[src/rtl/router_ctrl.sv]
// router_ctrl: packet-level controller for the 1x3 router.
// Decodes {len[7:2], addr[1:0]} headers, steers bytes to one of three FIFOs,
// back-pressures the source via busy, and flushes FIFOs whose readers stall.
// Optional build macro: PARITY_CHECK_EN (enables the parity register, the
// compare and the err flag; when undefined err is tied low).
module router_ctrl #(
  parameter int DATA_WIDTH = 8,
  parameter int TIMEOUT    = 30,
  parameter int TO_WIDTH   = 5
) (
  input  logic                  clk,
  input  logic                  resetn,
  input  logic                  pkt_valid,
  input  logic [DATA_WIDTH-1:0] data_in,
  input  logic [2:0]            fifo_full,
  input  logic [2:0]            fifo_empty,
  input  logic [2:0]            read_enb,
  output logic [DATA_WIDTH-1:0] data_out,
  output logic [2:0]            write_enb,
  output logic                  busy,
  output logic [2:0]            vld_out,
  output logic [2:0]            soft_reset,
  output logic                  err,
  output logic                  drop
);

  localparam logic [2:0] IDLE        = 3'd0;
  localparam logic [2:0] WAIT_EMPTY  = 3'd1;
  localparam logic [2:0] LOAD_DATA   = 3'd2;
  localparam logic [2:0] LOAD_PARITY = 3'd3;
  localparam logic [2:0] CHECK       = 3'd4;
  localparam logic [2:0] DROP        = 3'd5;

  logic [2:0]                 state_q, state_d;
  logic [DATA_WIDTH-1:0]      hdr_q, hdr_d;
  logic [5:0]                 cnt_q, cnt_d;
  logic [6:0]                 rem_q, rem_d;
  logic [DATA_WIDTH-1:0]      data_out_q, data_out_d;
  logic [2:0]                 write_enb_q, write_enb_d;
  logic                       drop_q, drop_d;
  logic [2:0]                 soft_reset_q, soft_reset_d;
  logic [2:0][TO_WIDTH-1:0]   to_cnt_q, to_cnt_d;
`ifdef PARITY_CHECK_EN
  logic [DATA_WIDTH-1:0]      parity_q, parity_d;
  logic [DATA_WIDTH-1:0]      rx_parity_q, rx_parity_d;
  logic                       err_q, err_d;
`endif

  logic [1:0] addr;
  logic [1:0] hdr_addr_in;
  logic [3:0] full_ext, empty_ext, sr_ext;
  logic       accept;
  logic [6:0] abort_rem;

  // Port 3 has no FIFO; padding to 4 bits keeps the address-indexed lookups in range.
  assign addr        = hdr_q[1:0];
  assign hdr_addr_in = data_in[1:0];
  assign full_ext    = {1'b0, fifo_full};
  assign empty_ext   = {1'b0, fifo_empty};
  assign sr_ext      = {1'b0, soft_reset_q};
  assign accept      = pkt_valid & ~busy;

  function automatic logic [2:0] port_sel(input logic [1:0] a);
    case (a)
      2'd0:    port_sel = 3'b001;
      2'd1:    port_sel = 3'b010;
      2'd2:    port_sel = 3'b100;
      default: port_sel = 3'b000;
    endcase
  endfunction

  // Source back-pressure, combinational on the current FIFO full flag.
  always_comb begin
    busy = 1'b0;
    case (state_q)
      WAIT_EMPTY:             busy = 1'b1;
      LOAD_DATA, LOAD_PARITY: busy = full_ext[addr];
      CHECK:                  busy = 1'b1;
      default:                busy = 1'b0;
    endcase
  end

  // Packet FSM: header decode, byte steering, parity check, drop/abort handling.
  always_comb begin
    state_d     = state_q;
    hdr_d       = hdr_q;
    cnt_d       = cnt_q;
    rem_d       = rem_q;
    data_out_d  = data_out_q;
    write_enb_d = '0;
    drop_d      = 1'b0;
`ifdef PARITY_CHECK_EN
    parity_d    = parity_q;
    rx_parity_d = rx_parity_q;
    err_d       = err_q;
`endif
    // Bytes still owed by the source if the packet is aborted now, parity included;
    // a byte accepted in the abort cycle itself is already consumed.
    abort_rem   = (state_q == LOAD_PARITY) ? 7'd1 : ({1'b0, cnt_q} + 7'd1);
    abort_rem   = abort_rem - {6'd0, accept};

    case (state_q)
      IDLE: begin
        if (pkt_valid) begin
          hdr_d = data_in;
          cnt_d = data_in[7:2];
`ifdef PARITY_CHECK_EN
          parity_d = data_in;
          err_d    = 1'b0;
`endif
          if (hdr_addr_in == 2'd3) begin
            rem_d   = {1'b0, data_in[7:2]} + 7'd1;
            state_d = DROP;
          end else if (empty_ext[hdr_addr_in]) begin
            data_out_d  = data_in;
            write_enb_d = port_sel(hdr_addr_in);
            state_d     = (data_in[7:2] == 6'd0) ? LOAD_PARITY : LOAD_DATA;
          end else begin
            state_d = WAIT_EMPTY;
          end
        end
      end
      WAIT_EMPTY: begin
        if (empty_ext[addr]) begin
          data_out_d  = hdr_q;
          write_enb_d = port_sel(addr);
          state_d     = (cnt_q == 6'd0) ? LOAD_PARITY : LOAD_DATA;
        end
      end
      LOAD_DATA, LOAD_PARITY: begin
        if (sr_ext[addr]) begin
          // Flushed mid-packet: swallow the rest of the packet without writing.
          if (abort_rem == 7'd0) begin
            drop_d  = 1'b1;
            state_d = IDLE;
          end else begin
            rem_d   = abort_rem;
            state_d = DROP;
          end
        end else if (accept) begin
          data_out_d  = data_in;
          write_enb_d = port_sel(addr);
          if (state_q == LOAD_DATA) begin
`ifdef PARITY_CHECK_EN
            parity_d = parity_q ^ data_in;
`endif
            cnt_d = cnt_q - 6'd1;
            if (cnt_q == 6'd1) state_d = LOAD_PARITY;
          end else begin
`ifdef PARITY_CHECK_EN
            rx_parity_d = data_in;
`endif
            state_d = CHECK;
          end
        end
      end
      CHECK: begin
`ifdef PARITY_CHECK_EN
        err_d = (parity_q != rx_parity_q);
`endif
        state_d = IDLE;
      end
      DROP: begin
        if (accept) begin
          rem_d = rem_q - 7'd1;
          if (rem_q == 7'd1) begin
            drop_d  = 1'b1;
            state_d = IDLE;
          end
        end
      end
      default: state_d = IDLE;
    endcase
  end

  // Per-port reader stall timers; each fires a one-cycle flush pulse.
  always_comb begin
    to_cnt_d     = to_cnt_q;
    soft_reset_d = '0;
    for (int unsigned i = 0; i < 3; i++) begin
      if (!fifo_empty[i] && !read_enb[i]) begin
        if (to_cnt_q[i] == TO_WIDTH'(TIMEOUT - 1)) begin
          soft_reset_d[i] = 1'b1;
          to_cnt_d[i]     = '0;
        end else begin
          to_cnt_d[i] = to_cnt_q[i] + TO_WIDTH'(1);
        end
      end else begin
        to_cnt_d[i] = '0;
      end
    end
  end

  // State and output registers.
  always_ff @(posedge clk or negedge resetn) begin
    if (!resetn) begin
      state_q      <= IDLE;
      hdr_q        <= '0;
      cnt_q        <= '0;
      rem_q        <= '0;
      data_out_q   <= '0;
      write_enb_q  <= '0;
      drop_q       <= 1'b0;
      soft_reset_q <= '0;
      to_cnt_q     <= '0;
`ifdef PARITY_CHECK_EN
      parity_q     <= '0;
      rx_parity_q  <= '0;
      err_q        <= 1'b0;
`endif
    end else begin
      state_q      <= state_d;
      hdr_q        <= hdr_d;
      cnt_q        <= cnt_d;
      rem_q        <= rem_d;
      data_out_q   <= data_out_d;
      write_enb_q  <= write_enb_d;
      drop_q       <= drop_d;
      soft_reset_q <= soft_reset_d;
      to_cnt_q     <= to_cnt_d;
`ifdef PARITY_CHECK_EN
      parity_q     <= parity_d;
      rx_parity_q  <= rx_parity_d;
      err_q        <= err_d;
`endif
    end
  end

  assign data_out   = data_out_q;
  assign write_enb  = write_enb_q;
  assign drop       = drop_q;
  assign soft_reset = soft_reset_q;
  assign vld_out    = ~fifo_empty;
`ifdef PARITY_CHECK_EN
  assign err        = err_q;
`else
  assign err        = 1'b0;
`endif

endmodule

[config.mk]
export PLATFORM = sky130hd
export DESIGN_NAME = router_ctrl
export DESIGN_NICKNAME = d
export VERILOG_FILES = /design/src/rtl/router_ctrl.sv
export SDC_FILE = /design/constraint.sdc
export NUM_CORES = 1
export LEC_CHECK = 0
export ABC_CLOCK_PERIOD_IN_PS = 3300
export CAP_MARGIN = 20
export CORE_ASPECT_RATIO = 0.7
export CORE_MARGIN = 3
export CORE_UTILIZATION = 45
export DETAILED_ROUTE_END_ITERATION = 12
export PLACE_DENSITY_LB_ADDON = 0.08
export SETUP_SLACK_MARGIN = 0.3
export SLEW_MARGIN = 10
export SYNTH_ARGS = -nofsm -noshare
export SYNTH_HDL_FRONTEND = slang
export SYNTH_SLANG_ARGS = --single-unit
[constraint.sdc]
create_clock -name clk -period 3.3 [get_ports clk]
set_input_delay 0.495 -clock clk [delete_from_list [all_inputs] [get_ports clk]]
set_output_delay 0.495 -clock clk [all_outputs]
set_load 0.01 [all_outputs]
==> key figures <==
Status
  – Run status: completed

STA
  – Worst-Margin Slew: 753 ps
  – Final Hold Slack: 223 ps
  – TNS Setup: 0 ps
  – Slew Viols, Final: 0
  – Worst rel slew slack: 0.495
  – Final-report hold violation count: 0
  – Final worst path period share: 0.887
  – Setup Viol. Count Final: 0
  – Max Fclk: 342 MHz
  – Final worst-path setup slack: 372 ps
  – RSZ-0062 raised after global routing: true
  – Min cycle time layout: 2930 ps
  – Skew final: 8.82 ps

Synth
  – Post-synth top flop: dfrtp_1
  – Syn Inst Count: 405
  – Async SR Flop Fraction: 1.00
  – Share of the synthesized area in the top cell type: 0.382
  – Syn_nets: 441
  – Number of synthesized flops with an enable pin: 0
  – Ranking of synthesized cells by area: dfrtp_1, ha_1, nor2_1
  – Post-synthesis area per instance: 8.72 um2
  – Cell taking the most area after synthesis: dfrtp_1
  – Post-synthesis sequential area ratio: 0.382
  – Seq cells post-synth: 54
  – Yosys cell types: 61
  – Syn. warnings: 0
  – Mapped Area: 0.00353 mm2

Final layout
  – Fin util: 0.578
  – P&R area growth vs syn: 21.8%
  – Design area: 0.00430 mm2
  – Share of cells above drive strength 1: 0.130
  – Non-filler cells, final: 551
  – Antenna Cells: 0
  – # fillers: 681
  – Fin nets: 488

Setup path
  – CP Data Arrival Time: 3170 ps
  – Critical path required time: 3540 ps
  – Nature of the critical path endpoint: flop
  – Crit path top cell by count: mux2i_1
  – Worst Path Buf+Inv: 2
  – Reg-to-reg endpoint: rem_q[1]$_DFFE_PN0P_
  – Critical Path Source Type: flop
  – Reg2Reg Depth: 13
  – Cell Chain, Critical Path: mux2i_1 > a2bb2oi_2 > o31a_1 > nand2_2 > inv_2 > ha_4 > and3b_2 > nor2b_1 > o311ai_2 > nand4_4 > o21ai_4 > buf_6 > mux2i_1
  – Crit Path Category: flop to flop
  – Slowest stage delay, CP: 460 ps
  – R2r setup slk: 370 ps
  – FF-to-FF Start: hdr_q[1]$_DFFE_PN0P_
  – CP max-delay cell: dfrtp_2
  – Crit Path Max Fanout: 6
  – Crit-path leading delay family: compound AO/OA/AOI/OAI gates

Clock network
  – Clock slew at reported path FFs: 100 ps
  – Insertion delay to the later sink of the worst-skew pair: 320 ps
  – TritonCTS clock tree: built
  – Number of buffers created by CTS: 5
  – Root buffer cell: clkbuf_8
  – H-tree depth: 2
  – Clock sinks: 54
  – # hold bufs at CTS: 0
  – Longest Clk Path Bufs: 2

Placed design
  – I/O Buffers: 38
  – Place WS: -95.4 ps
  – Placed cells: 542
  – Placed cell areas: 0.00411 mm2
  – DP HPWL: 6640 um
  – Gpl congestion: 0.890

Power and ir drop
  – Worst vdd ir: 0.451 mV
  – Net Switching: 1.71 mW
  – Clk pwr share: 0.122
  – Combinational share of power: 0.597
  – P_int: 2.17 mW
  – PnR Total Power: 3.88 mW
  – Sequential power share: 0.282
  – PD cells: 902 mW/mm2
  – Lkg Pwr: 1.88 nW
  – Sw Ratio: 0.441

Global route
  – Global-route wire length before repair: 14800 um
  – Overall Global Routing Usage: 0.207
  – Antenna violations before repair: 0
  – Total gr overflow: 0
  – Largest net degree at the start of global routing: 32
  – Vias in the first global route: 2862

Die
  – CORE AREA: 0.00745 mm2
  – Die area: 0.00897 mm2
  – Top Ports: 40
  – # rows: 26
  – Starting Density: 0.474
  – Die H: 80.1 um
  – Die span in x: 112 um

Drt
  – Final WL: 9030 um
  – DRC: 0
  – DR vias/cell: 5.70
  – Detail Route Antenna Nets: 0
  – Via count: 3143
  – DR WL/cell: 16.4 um
  – Initial DRC Count: 256
  – 1st-pass router iterations: 5

Flow run
  – Max_cap viols: 0

Worst hold path
  – HP Class: primary input to async pin
[cells in the mapped netlist (2+ instances only)]
master and n:
dfrtp_1 54, nor2_1 41, nand2_1 39, inv_1 27, a21oi_1 21, nand3_1 21
nor3_1 18, ha_1 16, o21ai_0 16, xor2_1 13, a31oi_1 11, clkbuf_1 11
mux2i_1 11, xnor2_1 11, a2bb2oi_1 8, buf_2 6, o22ai_1 6, nand2b_1 5
nand4_1 5, buf_4 4, nor4_1 4, o221ai_1 4, and3_1 3, o211ai_1 3
a211oi_1 2, a22oi_1 2, a311oi_1 2, and3b_1 2, buf_1 2, nand3b_1 2
nor2b_1 2, nor3b_1 2, o2111ai_1 2, o32ai_1 2
[worst register-to-register path, cell delays in order (launching register included)]
cell and delay, ps:
dfrtp_2 460, mux2i_1 140, a2bb2oi_2 170, o31a_1 320
nand2_2 100, inv_2 50, ha_4 170, and3b_2 220
nor2b_1 150, o311ai_2 350, nand4_4 160, o21ai_4 210
buf_6 150, mux2i_1 200
[state kept, by name, summed over array words and instances, names as in the netlist]
register and cells:
rem_q 7, cnt_q 6, data_out 8, to_cnt_q 15
drop 1, soft_reset 3, hdr_q 8, write_enb 3
state_q 3
[logic make-up (layout without fill, tap and decap cells)]
logic type,after synthesis,after routing,synth area share
simple gates,153,153,0.219
compound gates,92,92,0.178
fa+ha+maj,16,16,0.0567
xor+xnor,25,25,0.0641
mux,13,13,0.0375
other cells,1,1,0.00106
flops,54,54,0.382
buf+inv,51,99,0.0606
[routing by layer]
layer  wire length (um)  vias up  GRT usage  part of all wire
li1                   -     1527          -                 -
met1               4750     1500      0.331              0.53
met2               3630      109      0.279              0.40
met3                561        7     0.0399             0.062
met4                 91        0     0.0535             0.010
met5                  0        -          0                 0
[cell type report]
class                   instances  area (um2)  area share
flip-flops and latches         54        1350       0.314
inverters                      28         105      0.0244
clock buffers                   5        68.8      0.0160
repair buffers                 63         576       0.134
clock inverters                 3        43.8      0.0102
well taps                      98         123      0.0285
multi-input cells             300        2040       0.473
[power groups by stage]
| stage | registers, mW | logic [mW] | clock network, mW |
|---|---|---|---|
| 5_1_grt | 1.12 | 2.56 | 0.510 |
| 3_3_place_gp | 1.09 | 2.17 | 0 |
| 6_report | 1.09 | 2.32 | 0.473 |
| 3_5_place_dp | 1.09 | 2.17 | 0 |
| 2_1_floorplan | 1.02 | 1.55 | 0 |
| 4_1_cts | 1.09 | 2.23 | 0.479 |
[how the worst max path moves through the flow]
stage | cells past startpoint | end | slack [ps] | start
6_report | 13 | rem_q[1]$_DFFE_PN0P_ | 370 | hdr_q[1]$_DFFE_PN0P_
5_1_grt | 13 | rem_q[1]$_DFFE_PN0P_ | 220 | hdr_q[1]$_DFFE_PN0P_
4_1_cts | 14 | rem_q[0]$_DFFE_PN0P_ | 310 | fifo_full[2]
3_5_place_dp | 13 | rem_q[0]$_DFFE_PN0P_ | -100 | fifo_full[2]
3_3_place_gp | 13 | rem_q[0]$_DFFE_PN0P_ | -30 | fifo_full[2]
2_1_floorplan | 15 | rem_q[0]$_DFFE_PN0P_ | 320 | hdr_q[1]$_DFFE_PN0P_
[placed cells by master, fill, tap and decap left out, types with 3 or more instances in the layout]
cell type,count
dfrtp_1,53
nor2_1,41
nand2_1,38
clkdlybuf4s50_1,35
inv_1,26
buf_4,23
nand3_1,21
a21oi_1,21
nor3_1,17
o21ai_0,16
ha_1,14
xor2_1,13
mux2i_1,11
xnor2_1,11
a31oi_1,11
o22ai_1,6
a2bb2oi_1,6
nand2b_1,5
nand4_1,5
clkbuf_8,5
nor4_1,4
o221ai_1,4
and3_1,3
o211ai_1,3
[what timing repair did]
item / 4_1_cts / 5_1_grt
endpoints found under the hold margin: 0 / 0
endpoints found under the setup margin: 7 / 10
resized for setup: 5 / 13
buffers inserted: 0 / 1
pin swaps: 3 / 7
No activity file was read; power rests on OpenSTA's default activity.
==> RTL edit 1: new RTL, same flow settings <==
`TO_WIDTH`: 5 -> 10.
--- a/src/rtl/router_ctrl.sv
+++ b/src/rtl/router_ctrl.sv
@@ -7,5 +7,5 @@
   parameter int DATA_WIDTH = 8,
   parameter int TIMEOUT    = 30,
-  parameter int TO_WIDTH   = 5
+  parameter int TO_WIDTH   = 10
 ) (
   input  logic                  clk,
Function: same outputs for any inputs over 4 cycles, from zero or initial values and one cycle with resetn low; that may be too few to reach the edited logic, so the function may still have changed.
==> RTL edit 1 against the original RTL <==
  * Area after synthesis grew 21%
  * Wire length grew 22%
  * Sequential cell count rose by 15
  * Final area rose by 22%
  * Total power up 17%
  * Worst setup slack got worse by 52 ps
  * Clock skew about the same
  * Critical path type unchanged
  * Largest cell class unchanged
==> RTL edit 1: results (changes against the original RTL) <==
top cells by count, synth: dfrtp_1, nor2_1, nand2_1, nand3_1, a21oi_1
Largest register FFs: 30 (+15)
Clock Pin Slew Worst Setup and Hold Paths: 60 ps (-40 ps)
GPL Wtd Cong: 0.869 (-2.4%)
Worst path slowest cell: dfrtp_1
GRT Resource Usage Total: 21.9% (+1.2 points)
Root Driver: clkbuf_16
Num CTS Buffers: 9 (+4)
1st-iter DRT viols: 252 (-1.6%)
met1 WL: 5750 µm (+21%)
CP max FO: 4 (-2)
largest net degree at the start of global routing: 70 (+120%)
vias per inst: 5.66 (-0.83%)
met2 GRT Util: 30.1% (+2.1 points)
fillcell total: 851 (+25%)
worst stage delay on the critical path: 420 ps (-40 ps)
global-route wire length before repair: 18300 µm (+23%)
run status: finished, final reports clean
sw frac: 40.3% (-3.8 points)
vias in the first global route: 3564 (+25%)
Worst-Margin Slew: 877 ps (+123 ps)
Routed WL: 11000 µm (+22%)
layout cell share with drive strength beyond 1: 12.7% (-0.32 points)
worst path arrival time: 3200 ps (+30 ps)
clk pwr: 0.000971 W (+110%)
final net count: 574 (+18%)
[RTL edit 1: cell count changes after synthesis, moves of 9 or more]
cell	delta
dfrtp_1	+15
inv_1	-9
nand2_1	+9
nand3_1	+10
nor2_1	+17
xor2_1	+10
[RTL edit 1: cell families (layout without fill, tap and decap cells)]
kind of cell               Yosys count  after routing  share of synthesized area [%]
other                                1              1                         0.0878
DFF                                 69             69                           40.4
AOI/OAI and AO/OA                  108            108                           17.0
and+or+nand+nor                    193            193                           21.4
adders and majority gates           16             16                           4.69
muxes                               16             16                           4.33
buffers and inverters               43            103                           4.48
xor gates and xnor gates            37             37                           7.58
[RTL edit 1: path summary, 6_finish.rpt]
check | start | end | slack (ps) | cells past startpoint
max | hdr_q[0]$_DFFE_PN0P_ | rem_q[5]$_DFFE_PN0P_ | 320 | 12
min | resetn | to_cnt_q[4]$_DFF_PN0_ | 360 | 2
max reg2reg | hdr_q[0]$_DFFE_PN0P_ | rem_q[5]$_DFFE_PN0P_ | 320 | 12
min reg2reg | hdr_q[2]$_DFFE_PN0P_ | hdr_q[2]$_DFFE_PN0P_ | 480 | 2
max in group asynchronous | resetn | data_out[7]$_DFFE_PN0P_ | 2370 | 2
min in group clk | hdr_q[2]$_DFFE_PN0P_ | hdr_q[2]$_DFFE_PN0P_ | 480 | 2
[RTL edit 1: worst register-to-register path, delay by kind of cell (launching register included)]
| family | cells | cell delay [ps] |
|---|---|---|
| mux | 2 | 490 |
| simple gates | 1 | 310 |
| compound gates | 6 | 1190 |
| buf+inv | 2 | 260 |
| flops | 1 | 420 |
| fa+ha+maj | 1 | 210 |
[RTL edit 1: repair_timing]
| item | 4_1_cts | 5_1_grt |
|---|---|---|
| endpoints found under the setup margin | 9 | 9 |
| resized for setup | 11 | 5 |
| cloned | 0 | 0 |
| buffers inserted | 2 | 3 |
| pin swaps | 5 | 6 |
| endpoints found under the hold margin | 0 | 0 |
[RTL edit 1: stage by stage]
| stage | setup TNS, ps | total power (W) | cells | instance area [µm²] |
|---|---|---|---|---|
| global placement | -984 | 0.00341 | 646 | 4880 |
| detailed placement | -1940 | 0.00343 | 646 | 4880 |
| finish | 0 | 0.00455 | 667 | 5260 |
| global route | 0 | 0.00487 | 667 | 5260 |
| floorplan | 0 | 0.00270 | 483 | 4280 |
| CTS | 0 | 0.00449 | 664 | 5230 |
[RTL edit 1: final cells by class]
cell class | instances | area (µm²) | share of cell area [%]
clock buffers | 10 | 239 | 4.54
multi-input cells | 371 | 2400 | 45.6
repair buffers | 68 | 608 | 11.6
clock inverters | 6 | 62.6 | 1.19
inverters | 19 | 72.6 | 1.38
well taps | 124 | 155 | 2.95
flip-flops and latches | 69 | 1730 | 32.8
==> RTL edit 2: new RTL, config.mk and constraints unchanged <==
Without the edit above. Take the reset off `data_out_q` and load it in a clocked block of its own.
--- a/src/rtl/router_ctrl.sv
+++ b/src/rtl/router_ctrl.sv
@@ -199,5 +199,4 @@
       cnt_q        <= '0;
       rem_q        <= '0;
-      data_out_q   <= '0;
       write_enb_q  <= '0;
       drop_q       <= 1'b0;
@@ -214,5 +213,4 @@
       cnt_q        <= cnt_d;
       rem_q        <= rem_d;
-      data_out_q   <= data_out_d;
       write_enb_q  <= write_enb_d;
       drop_q       <= drop_d;
@@ -225,4 +223,8 @@
 `endif
     end
+  end
+
+  always_ff @(posedge clk) begin
+    data_out_q <= data_out_d;
   end
 
Formal check against the unedited RTL: not equivalent (Yosys sat finds a counterexample within 4 cycles, from zero or initial values and one cycle with resetn low).
==> RTL edit 2 against the original RTL <==
  * Largest cell class unchanged
  * Sequential cell count stayed put
  * Total power is 6.6% lower
  * Final area is 1.4% higher
  * Critical path type is now input port to flop
  * Worst setup slack worse by 23 ps
  * Largest power group unchanged
  * Area after synthesis is 0.85% higher
  * Worst hold slack worse by 110 ps
  * Wire length is 1.3% higher
  * Utilization is 0.57 points higher
==> RTL edit 2: results (changes against the original RTL) <==
clk pwr: 0.000560 W (+18%)
Int Power: 0.00206 W (-4.9%)
xor and xnor area share after synthesis: 5.86% (-0.55 points)
worst path arrival time: 3140 ps (-30 ps)
Async S/R FF share, synth: 85.2% (-15 points)
post-synth net total: 430 (-2.5%)
Setup CP Type: input port to flop
Leakage Power: 1.92 nW (+1.8%)
layout cell share with drive strength beyond 1: 16.2% (+3.2 points)
run status: finished, final reports clean
synth top area cells: dfrtp_1, edfxtp_1, ha_1, nand2_1, nor2_1
pre-CTS setup slack: -56.9 ps (+38.5 ps)
CP max FO: 5 (-1)
largest net degree at the start of global routing: 47 (+47%)
Clock Pin Slew Worst Setup and Hold Paths: 80 ps (-20 ps)
R2R depth: 12 (-1)
met2 GRT Util: 29.2% (+1.3 points)
Worst-Margin Slew: 815 ps (+61.7 ps)
Critical Path Source: fifo_full[1]
GRT Resource Usage Total: 21.3% (+0.62 points)
Root Driver: clkbuf_16
Avg WL per Cell: 16.9 µm (+3.0%)
Placed Area: 0.00412 mm² (+0.30%)
met3 GRT Util: 4.97% (+0.98 points)
placed cells: 531 (-2.0%)
total number of vias: 3078 (-2.1%)
final net count: 479 (-1.8%)
mux contribution to synthesized area: 5.13% (+1.4 points)
==> RTL edit 2: cell families after synthesis <==
group | Yosys count
xor gates and xnor gates | 23
DFF | 54
AOI/OAI and AO/OA | 87
buffers and inverters | 41
adders and majority gates | 16
other | 1
muxes | 16
and+or+nand+nor | 156
==> RTL edit 2: per-layer routing <==
layer	up-vias	share of wire, %
li1	1485	-
met1	1477	52
met2	107	40
met3	9	6.9
met4	0	0.68
met5	-	0
==> RTL edit 2: what timing repair did <==
item | in CTS | in global routing
pin swaps | 3 | 10
setup buffers | 1 | 1
setup endpoints to repair | 7 | 10
resized for setup | 1 | 15
==> RTL edit 2: area by class of cell <==
type | count | area, µm²
flip-flops and latches | 54 | 1390
clock inverters | 3 | 28.8
well taps | 98 | 123
repair buffers | 62 | 577
inverters | 21 | 81.3
clock buffers | 5 | 125
fillers | 691 | 3120
multi-input cells | 299 | 2040
